File: config.mk
export PLATFORM = sky130hd
export DESIGN_NAME = riscv_lsu
export DESIGN_NICKNAME = d
export VERILOG_FILES = /design/src/rtl/riscv_pkg.sv /design/src/rtl/riscv_lsu_align.sv /design/src/rtl/riscv_lsu.sv
export SDC_FILE = /design/constraint.sdc
export NUM_CORES = 1
export LEC_CHECK = 0
export CAP_MARGIN = 20
export CORE_AREA = 2 2 142 144
export DETAILED_ROUTE_END_ITERATION = 7
export DIE_AREA = 0 0 144 146
export PLACE_DENSITY_LB_ADDON = 0.15
export SLEW_MARGIN = 25
export SYNTH_ARGS = -nofsm -noshare
export SYNTH_HDL_FRONTEND = slang
export SYNTH_SLANG_ARGS = --single-unit
File: constraint.sdc
create_clock -name clk -period 3.35 [get_ports clk]
set_input_delay 0.67 -clock clk [delete_from_list [all_inputs] [get_ports clk]]
set_output_delay 0.67 -clock clk [all_outputs]
set_load 0.01 [all_outputs]
File: src/rtl/riscv_pkg.sv
// Shared RISC-V definitions: load/store func3 codes, LSU error codes and LSU state encoding.
// Latency: none (constants, types and a combinational helper only).
// Backpressure: not applicable.
package riscv_pkg;

    // Load/store width codes (func3)
    localparam logic [2:0] F3_B  = 3'b000;
    localparam logic [2:0] F3_H  = 3'b001;
    localparam logic [2:0] F3_W  = 3'b010;
    localparam logic [2:0] F3_BU = 3'b100;
    localparam logic [2:0] F3_HU = 3'b101;

    // LSU error codes reported with err_valid
    localparam logic [1:0] ERR_NONE     = 2'b00;
    localparam logic [1:0] ERR_MISALIGN = 2'b01;
    localparam logic [1:0] ERR_TIMEOUT  = 2'b10;
    localparam logic [1:0] ERR_FUNC3    = 2'b11;

    // LSU state encoding
    localparam logic [1:0] LSU_IDLE = 2'd0;
    localparam logic [1:0] LSU_BUS  = 2'd1;
    localparam logic [1:0] LSU_RESP = 2'd2;

    // Request fields kept for the whole transaction
    typedef struct packed {
        logic       we;
        logic [2:0] func3;
        logic [4:0] rd;
        logic [1:0] off;
    } lsu_req_t;

    // Stores only have signed widths; loads add the unsigned byte/half forms
    function automatic logic func3_legal(input logic we, input logic [2:0] func3);
        logic ok;
        case (func3)
            F3_B, F3_H, F3_W: ok = 1'b1;
            F3_BU, F3_HU:     ok = ~we;
            default:          ok = 1'b0;
        endcase
        return ok;
    endfunction

endpackage

File: src/rtl/riscv_lsu_align.sv
// Byte-lane steering: store byte enables/replicated data and load right-justify/mask.
// Latency: purely combinational.
// Backpressure: none; outputs follow inputs. Offset forcing applies unless RISCV_LSU_MISALIGN_TRAP_EN.
module riscv_lsu_align (
    input  logic [1:0]  size,
    input  logic [1:0]  off,
    input  logic [31:0] wdata,
    input  logic [31:0] rdata,
    output logic [3:0]  be,
    output logic [31:0] wdata_lane,
    output logic [31:0] rdata_just
);

    logic [1:0]  off_eff;
    logic [31:0] mask;

    // Without trapping, misaligned halfword/word accesses are rounded down to natural alignment
    always_comb begin
`ifdef RISCV_LSU_MISALIGN_TRAP_EN
        off_eff = off;
`else
        case (size)
            2'b01:   off_eff = {off[1], 1'b0};
            2'b10:   off_eff = 2'b00;
            default: off_eff = off;
        endcase
`endif
    end

    // Byte enables, replicated store data and load mask selected by access width
    always_comb begin
        be         = 4'b1111;
        wdata_lane = wdata;
        mask       = 32'hFFFF_FFFF;
        case (size)
            2'b00: begin
                be         = 4'b0001 << off_eff;
                wdata_lane = {4{wdata[7:0]}};
                mask       = 32'h0000_00FF;
            end
            2'b01: begin
                be         = 4'b0011 << off_eff;
                wdata_lane = {2{wdata[15:0]}};
                mask       = 32'h0000_FFFF;
            end
            default: begin
                be         = 4'b1111;
                wdata_lane = wdata;
                mask       = 32'hFFFF_FFFF;
            end
        endcase
    end

    // Loaded byte/half moved down to bit 0; extension is left to the register file
    assign rdata_just = (rdata >> {off_eff, 3'b000}) & mask;

endmodule

File: src/rtl/riscv_lsu.sv
// Load/store unit: one request per handshake, drives the data bus, returns load data or an error code.
// Latency: accept at cycle 0, mem_req from cycle 1, ack in cycle k -> done/wb in k+1, ready in k+2; errors found at accept retire in cycle 1.
// Backpressure: req_ready only in IDLE; mem_req held until mem_ack or TIMEOUT. Option macro: RISCV_LSU_MISALIGN_TRAP_EN.
module riscv_lsu
    import riscv_pkg::*;
#(
    parameter int unsigned TIMEOUT = 255
) (
    input  logic        clk,
    input  logic        rst_n,
    input  logic        req_valid,
    output logic        req_ready,
    input  logic        req_we,
    input  logic [2:0]  req_func3,
    input  logic [31:0] req_addr,
    input  logic [31:0] req_wdata,
    input  logic [4:0]  req_rd,
    output logic        mem_req,
    output logic        mem_we,
    output logic [31:0] mem_addr,
    output logic [31:0] mem_wdata,
    output logic [3:0]  mem_be,
    input  logic        mem_ack,
    input  logic [31:0] mem_rdata,
    output logic        wb_valid,
    output logic        wb_mem_wr,
    output logic [4:0]  wb_rd,
    output logic [2:0]  wb_func3,
    output logic [31:0] wb_data,
    output logic        done,
    output logic        err_valid,
    output logic [1:0]  err_code
);

    localparam int CW = (TIMEOUT > 1) ? $clog2(TIMEOUT) : 1;
    localparam logic [CW-1:0] CNT_LAST = CW'(TIMEOUT - 1);
    localparam bit TO_EN = (TIMEOUT != 0);

    logic [1:0]    state_q;
    logic [CW-1:0] cnt_q;
    lsu_req_t      req_q;

    logic          idle;
    logic          f3_ok;
    logic          misalign;
    logic          timeout_hit;
    logic [1:0]    a_size;
    logic [1:0]    a_off;
    logic [3:0]    a_be;
    logic [31:0]   a_wdata;
    logic [31:0]   a_rdata;

    assign idle = (state_q == LSU_IDLE);

    assign f3_ok = func3_legal(req_we, req_func3);

`ifdef RISCV_LSU_MISALIGN_TRAP_EN
    assign misalign = ((req_func3[1:0] == 2'b01) && req_addr[0]) ||
                      ((req_func3[1:0] == 2'b10) && (req_addr[1:0] != 2'b00));
`else
    assign misalign = 1'b0;
`endif

    assign timeout_hit = TO_EN && (cnt_q == CNT_LAST);

    // Store steering uses the live request at accept; load extraction uses the captured request
    assign a_size = idle ? req_func3[1:0] : req_q.func3[1:0];
    assign a_off  = idle ? req_addr[1:0]  : req_q.off;

    riscv_lsu_align u_align (
        .size       (a_size),
        .off        (a_off),
        .wdata      (req_wdata),
        .rdata      (mem_rdata),
        .be         (a_be),
        .wdata_lane (a_wdata),
        .rdata_just (a_rdata)
    );

    assign req_ready = idle;
    assign mem_req   = (state_q == LSU_BUS);
    assign done      = (state_q == LSU_RESP);
    assign err_valid = done && (err_code != ERR_NONE);
    assign wb_valid  = done && !req_q.we && (err_code == ERR_NONE);
    assign wb_mem_wr = wb_valid;

    // Request FSM: capture and check in IDLE, hold the bus in BUS, retire in RESP
    always_ff @(posedge clk) begin
        if (!rst_n) begin
            state_q   <= LSU_IDLE;
            cnt_q     <= '0;
            req_q     <= '0;
            mem_we    <= 1'b0;
            mem_addr  <= '0;
            mem_wdata <= '0;
            mem_be    <= '0;
            err_code  <= ERR_NONE;
            wb_rd     <= '0;
            wb_func3  <= '0;
            wb_data   <= '0;
        end else begin
            case (state_q)
                LSU_IDLE: begin
                    if (req_valid) begin
                        req_q <= '{we: req_we, func3: req_func3, rd: req_rd, off: req_addr[1:0]};
                        if (!f3_ok) begin
                            err_code <= ERR_FUNC3;
                            state_q  <= LSU_RESP;
                        end else if (misalign) begin
                            err_code <= ERR_MISALIGN;
                            state_q  <= LSU_RESP;
                        end else begin
                            cnt_q     <= '0;
                            mem_we    <= req_we;
                            mem_addr  <= {req_addr[31:2], 2'b00};
                            mem_wdata <= a_wdata;
                            mem_be    <= a_be;
                            state_q   <= LSU_BUS;
                        end
                    end
                end
                LSU_BUS: begin
                    if (mem_ack) begin
                        err_code <= ERR_NONE;
                        if (!req_q.we) begin
                            wb_data  <= a_rdata;
                            wb_rd    <= req_q.rd;
                            wb_func3 <= req_q.func3;
                        end
                        state_q <= LSU_RESP;
                    end else if (timeout_hit) begin
                        err_code <= ERR_TIMEOUT;
                        state_q  <= LSU_RESP;
                    end else begin
                        cnt_q <= cnt_q + 1'b1;
                    end
                end
                LSU_RESP: state_q <= LSU_IDLE;
                default:  state_q <= LSU_IDLE;
            endcase
        end
    end

endmodule

# Word level (Yosys, flattened, before mapping)
# Index checks and enable logic that the tools add are counted.
# classes
n_addsub	1
eq_ne	15
n_shift	3
n_mux	21
bitwise	3
reduce_logical	18
# ops
cell	count
$pmux 32 s2	2
$and 32x32->32	1
$mux 8	4
$shr 32x5->32	1
$mux 2	9
$pmux 8 s2	1
$pmux 2 s2	3
$add 8x1->8 const B	1
$eq 8x8->1 const B	1
$ne 2x2->1 const B	4
$pmux 4 s2	1
$eq 3x3->1 const B	2
$logic_not 2->1	3
$reduce_and 3->1	2
$reduce_and 5->1	1
$eq 2x1->1 const B	2
$eq 2x2->1 const B	2
$reduce_and 2->1	2
$reduce_and 4->1	1
$reduce_bool 2->1	2
$shl 1x2->4 const A	1
$shl 2x2->4 const A	1
$eq 3x1->1 const B	1
$eq 3x2->1 const B	1
9 further kinds	12
# totals
reg_bits	130
input_bits	109
out_inout_bits	117
elab_cells	75

# Depth between registers and ports, before layout
# logic_depth
ltp_word	6
mapped_depth	10
mapped_depth_nobuf	8

# Modules after synthesis
# A second synthesis with hierarchy kept.
# unflattened
hier_cells	771
area_unflattened_um2	6293.5
# by_module_without_submodules
module	instances	cells_per_inst	area_each_um2	seq_area_each_um2
riscv_lsu	1	602	5099.9	2602.5
riscv_lsu_align	1	169	1193.6	0.0

# Least setup slack after synthesis
# No wires, ideal clock.
# synth_timing
kind	reg2reg
from	register state_q[0]
to	register wb_data[7]
t_arrival_ns	2.616
required_ns	3.228
setup_slack_ns	0.612
path_stages_with_launch	10
path_buffers	1
synth_period_minus_slack_ns	2.738
cell_sequence	dfxtp_1 -> or2_2 -> inv_1 -> mux2i_1 -> ha_1 -> inv_1 -> a2bb2oi_4 -> buf_6 -> mux2_2 -> a221o_1
# synth_between
elab_chain_cells	6
word_cells_on_any_way	10
classes_between	eq/ne: 3; shift: 1; mux: 3; bitwise: 1; reduce/logical: 2
# synth_lines
element	line_no	rtl
start, declared	riscv_lsu.sv:39	logic [1:0] state_q;
start signal, assigned	riscv_lsu.sv:90	state_q <= LSU_IDLE;
start signal, assigned	riscv_lsu.sv:108	state_q <= LSU_RESP;
start signal, assigned	riscv_lsu.sv:111	state_q <= LSU_RESP;
$logic_not 2->1 *	riscv_lsu.sv:53	assign idle = (state_q == LSU_IDLE);
via req_ready	riscv_lsu.sv:12	output logic req_ready,
$mux 2	riscv_lsu.sv:67	assign a_size = idle ? req_func3[1:0] : req_q.func3[1:0];
$eq 2x2->1 or $eq 2x1->1 (tied branches)	riscv_lsu_align.sv:22	case (size)
$pmux 2 s2 *	riscv_lsu_align.sv:22	
$shr 32x5->32 *	riscv_lsu_align.sv:55	assign rdata_just = (rdata >> {off_eff, 3'b000}) & mask;
$and 32x32->32 *	riscv_lsu_align.sv:55	
end signal, assigned	riscv_lsu.sv:126	wb_data <= a_rdata;
end, declared	riscv_lsu.sv:29	output logic [31:0] wb_data,
# The timed path passes the listed nets; every way through them passes the cells marked *.
# A chain may end at the register's enable or synchronous reset.

# Final worst setup path
# layout_timing
from	register state_q[0]
to	register wb_data[6]
# layout_between
elab_chain_cells	6
word_cells_on_any_way	10
classes_between	eq/ne: 3; shift: 1; mux: 3; bitwise: 1; reduce/logical: 2
# layout_lines
element	line_no
$logic_not 2->1	riscv_lsu.sv:53
$mux 2	riscv_lsu.sv:67
$eq 2x2->1 or $eq 2x1->1 (tied branches)	riscv_lsu_align.sv:22
$pmux 2 s2	riscv_lsu_align.sv:22
$shr 32x5->32	riscv_lsu_align.sv:55
$and 32x32->32	riscv_lsu_align.sv:55
# Several ways; a longest one is shown, not always the timed one.

==> out/qor.csv <==
metric;value;unit
status;finished, final reports clean;
clkTransAtPathRegs;60;ps
final_area;8930;sq um
hold_buffers;0;
dp_hpwl;13.8;mm
finalCritPeriodShare;86.6;%
core_area;19300;sq um
reg2reg_slack;450;ps
firstDrtPassIters;4;
path_class;register to register;
start_util;30.0;%
worstMarginPinSlew;923;ps
min_path_type;register to register;
p_per_area;519;nW/um^2
gr-total-overflow;0;
die_h;146;um
grt_pass1_vias;5438;
synth-seq-area-share;44.9;%
fill_cells;1928;
ys_ff_latch;130;
vias;5748;
rsz0062_at_grt;false;
n_antenna_cell;0;
clk_latency;420;ps
ys.flop_type;dfxtp_1;
antenna_found_initial;0;
netlist_instances;689;
top_usage_layer;met2;
cts_tree;done;
relSlewSlack;38.5;%
post_cts_resized;0;
grt_use_total;18.6;%
maxCapViolations;0;
crit_path_end_kind;register;
cts_max_level;4;
grt_use_met2;28.6;%
path_max_fanout;18;
clockBufferDepth;2;
use_met1;25.5;%
fin_crit;2900;ps
avgSynthCellArea;8.41;sq um
via_per_inst;4.88;
finalHoldViolCount;0;
synth_cell_type_count;60;
async_flop_share;0;%
finalSetupTns;0;ps
die_area;21000;sq um
final_nets;1014;
power_leakage;3.23;nW
synth_area;5790;sq um
crit_arrival;3200;ps
place_area;8300;sq um
drt_iter0_drc;248;
grt_start_max_net_pins;83;
post_cts_buffers;0;
drive_above_1_share;9.19;%
yosysTopAreaCell;dfxtp_1;
synth_edf_count;0;
setup_viol;0;
synthTopCellsByArea;dfxtp_1 (45%), nand2_1 (9.7%), a21oi_1 (7.5%);
cts_buffers;17;
start_kind;register;
layout-area-overhead-vs-synth;54.1;%
drc_errors;0;
wl;19.7;mm
gp_congestion;0.771;
cts_root_buf;clkbuf_16;
yosysWarnings;0;
grt_pass1_wl;30.5;mm
max_freq;345;MHz
top_level_ports;226;
fp.dieW;144;um
wl_per_cell;16.7;um
fin_skew;9.23;ps
io_buffer_count;223;
required;3650;ps
cts_sinks;130;
vdd_ir_drop_max;0.000344;V
drv_slew;0;
met3_usage;4.77;%
ant_nets;0;
synth.top_cell.area_share;44.9;%
num_rows;51;
-- routing by layer --
layer | share of wire [%] | wire (um)
met5 | 0 | 0
met4 | 2.0 | 389
met2 | 45 | 8920
met1 | 47 | 9250
met3 | 5.7 | 1120
-- final timing paths --
path           startpoint            to  cells past startpoint
min          mem_addr[18]  mem_addr[18]                      2
max reg2reg    state_q[0]    wb_data[6]                      9
max            state_q[0]    wb_data[6]                      9
min reg2reg  mem_addr[18]  mem_addr[18]                      2
-- worst max-delay path, stage by stage (launching register included) --
cell	delay [ps]
dfxtp_1	300
or2_2	430
inv_1	220
mux2i_1	270
ha_1	350
inv_1	170
a2bb2oi_4	180
buf_12	170
mux2_2	340
a221o_1	340
-- cell usage after synthesis (3+ instances only) --
| cell | number |
|---|---|
| or3_1 | 4 |
| nand2_1 | 150 |
| clkbuf_1 | 29 |
| o31ai_1 | 3 |
| or4_1 | 4 |
| a21oi_1 | 87 |
| nand3_1 | 3 |
| and3_1 | 12 |
| a311oi_1 | 8 |
| a31oi_1 | 3 |
| mux2i_1 | 10 |
| inv_1 | 25 |
| buf_2 | 13 |
| o21ai_0 | 21 |
| nor2_1 | 33 |
| buf_4 | 6 |
| ha_1 | 4 |
| mux2_2 | 16 |
| nor3_1 | 12 |
| o211ai_1 | 9 |
| a22o_1 | 16 |
| a221o_1 | 8 |
| a211oi_1 | 32 |
| dfxtp_1 | 130 |
| o221ai_1 | 8 |
| buf_6 | 4 |
-- layout make-up --
class / instances / area (sq um) / area share [%]
Tap cell: 265 / 332 / 3.71
Inverter: 26 / 98.8 / 1.11
Clock inverter: 11 / 179 / 2.00
Sequential cell: 130 / 2600 / 29.2
Timing Repair Buffer: 245 / 2420 / 27.1
Multi-Input combinational cell: 481 / 2840 / 31.8
Clock buffer: 21 / 450 / 5.05
-- cell families after synthesis --
group                    after synthesis  synth area share (%)
other                                  1                0.0647
adder cells (fa/ha/maj)                4                 0.864
flip-flops                           130                  44.9
buffers and inverters                 79                  6.31
multiplexers                          26                  4.84
AND/OR/NAND/NOR                      238                  18.8
AO/OA/AOI/OAI                        211                  24.2
-- power by group --
group	switching [mW]	total (mW)	internal [mW]
Sequential	0.0471	1.68	1.63
Clock	0.737	2.01	1.27
Combinational	0.479	0.946	0.468
Total	1.26	4.64	3.37
-- sequential cells by signal, indices dropped and copies added, names as in the netlist --
signal     flops
state_q        2
cnt_q          8
err_code       2
mem_wdata     32
mem_we         1
mem_be         4
wb_rd          5
mem_addr      30
wb_data       32
wb_func3       3
req_q         11
-- cell usage in the layout (no fill, tap or decap), types with 8 or more instances in the layout --
cell	netlist	final
o21ai_0	21	21
inv_1	25	25
nand2_1	150	150
a21oi_1	87	87
o211ai_1	9	9
a211oi_1	32	32
clkdlybuf4s50_1	0	223
clkbuf_16	0	17
and3_1	12	11
a22o_1	16	16
mux2i_1	10	10
a311oi_1	8	8
nor2_1	33	32
a221o_1	8	8
buf_4	6	20
dfxtp_1	130	130
o221ai_1	8	8
mux2_2	16	16
nor3_1	12	12
-- metrics by stage --
stage               setup slack, ps  power, mW  util (%)  instances  hold slack, ps
finish                          449       4.64      46.2       1179             452
global route                    286       4.86      46.2       1179             470
CTS                             457       4.70      46.2       1179             455
detailed placement              249       2.67      42.9       1147             445
global placement                267       2.66      42.9       1147             442
floorplan                       612       2.21         -        690             432
Note: power is estimated with default switching activity, not from simulation.
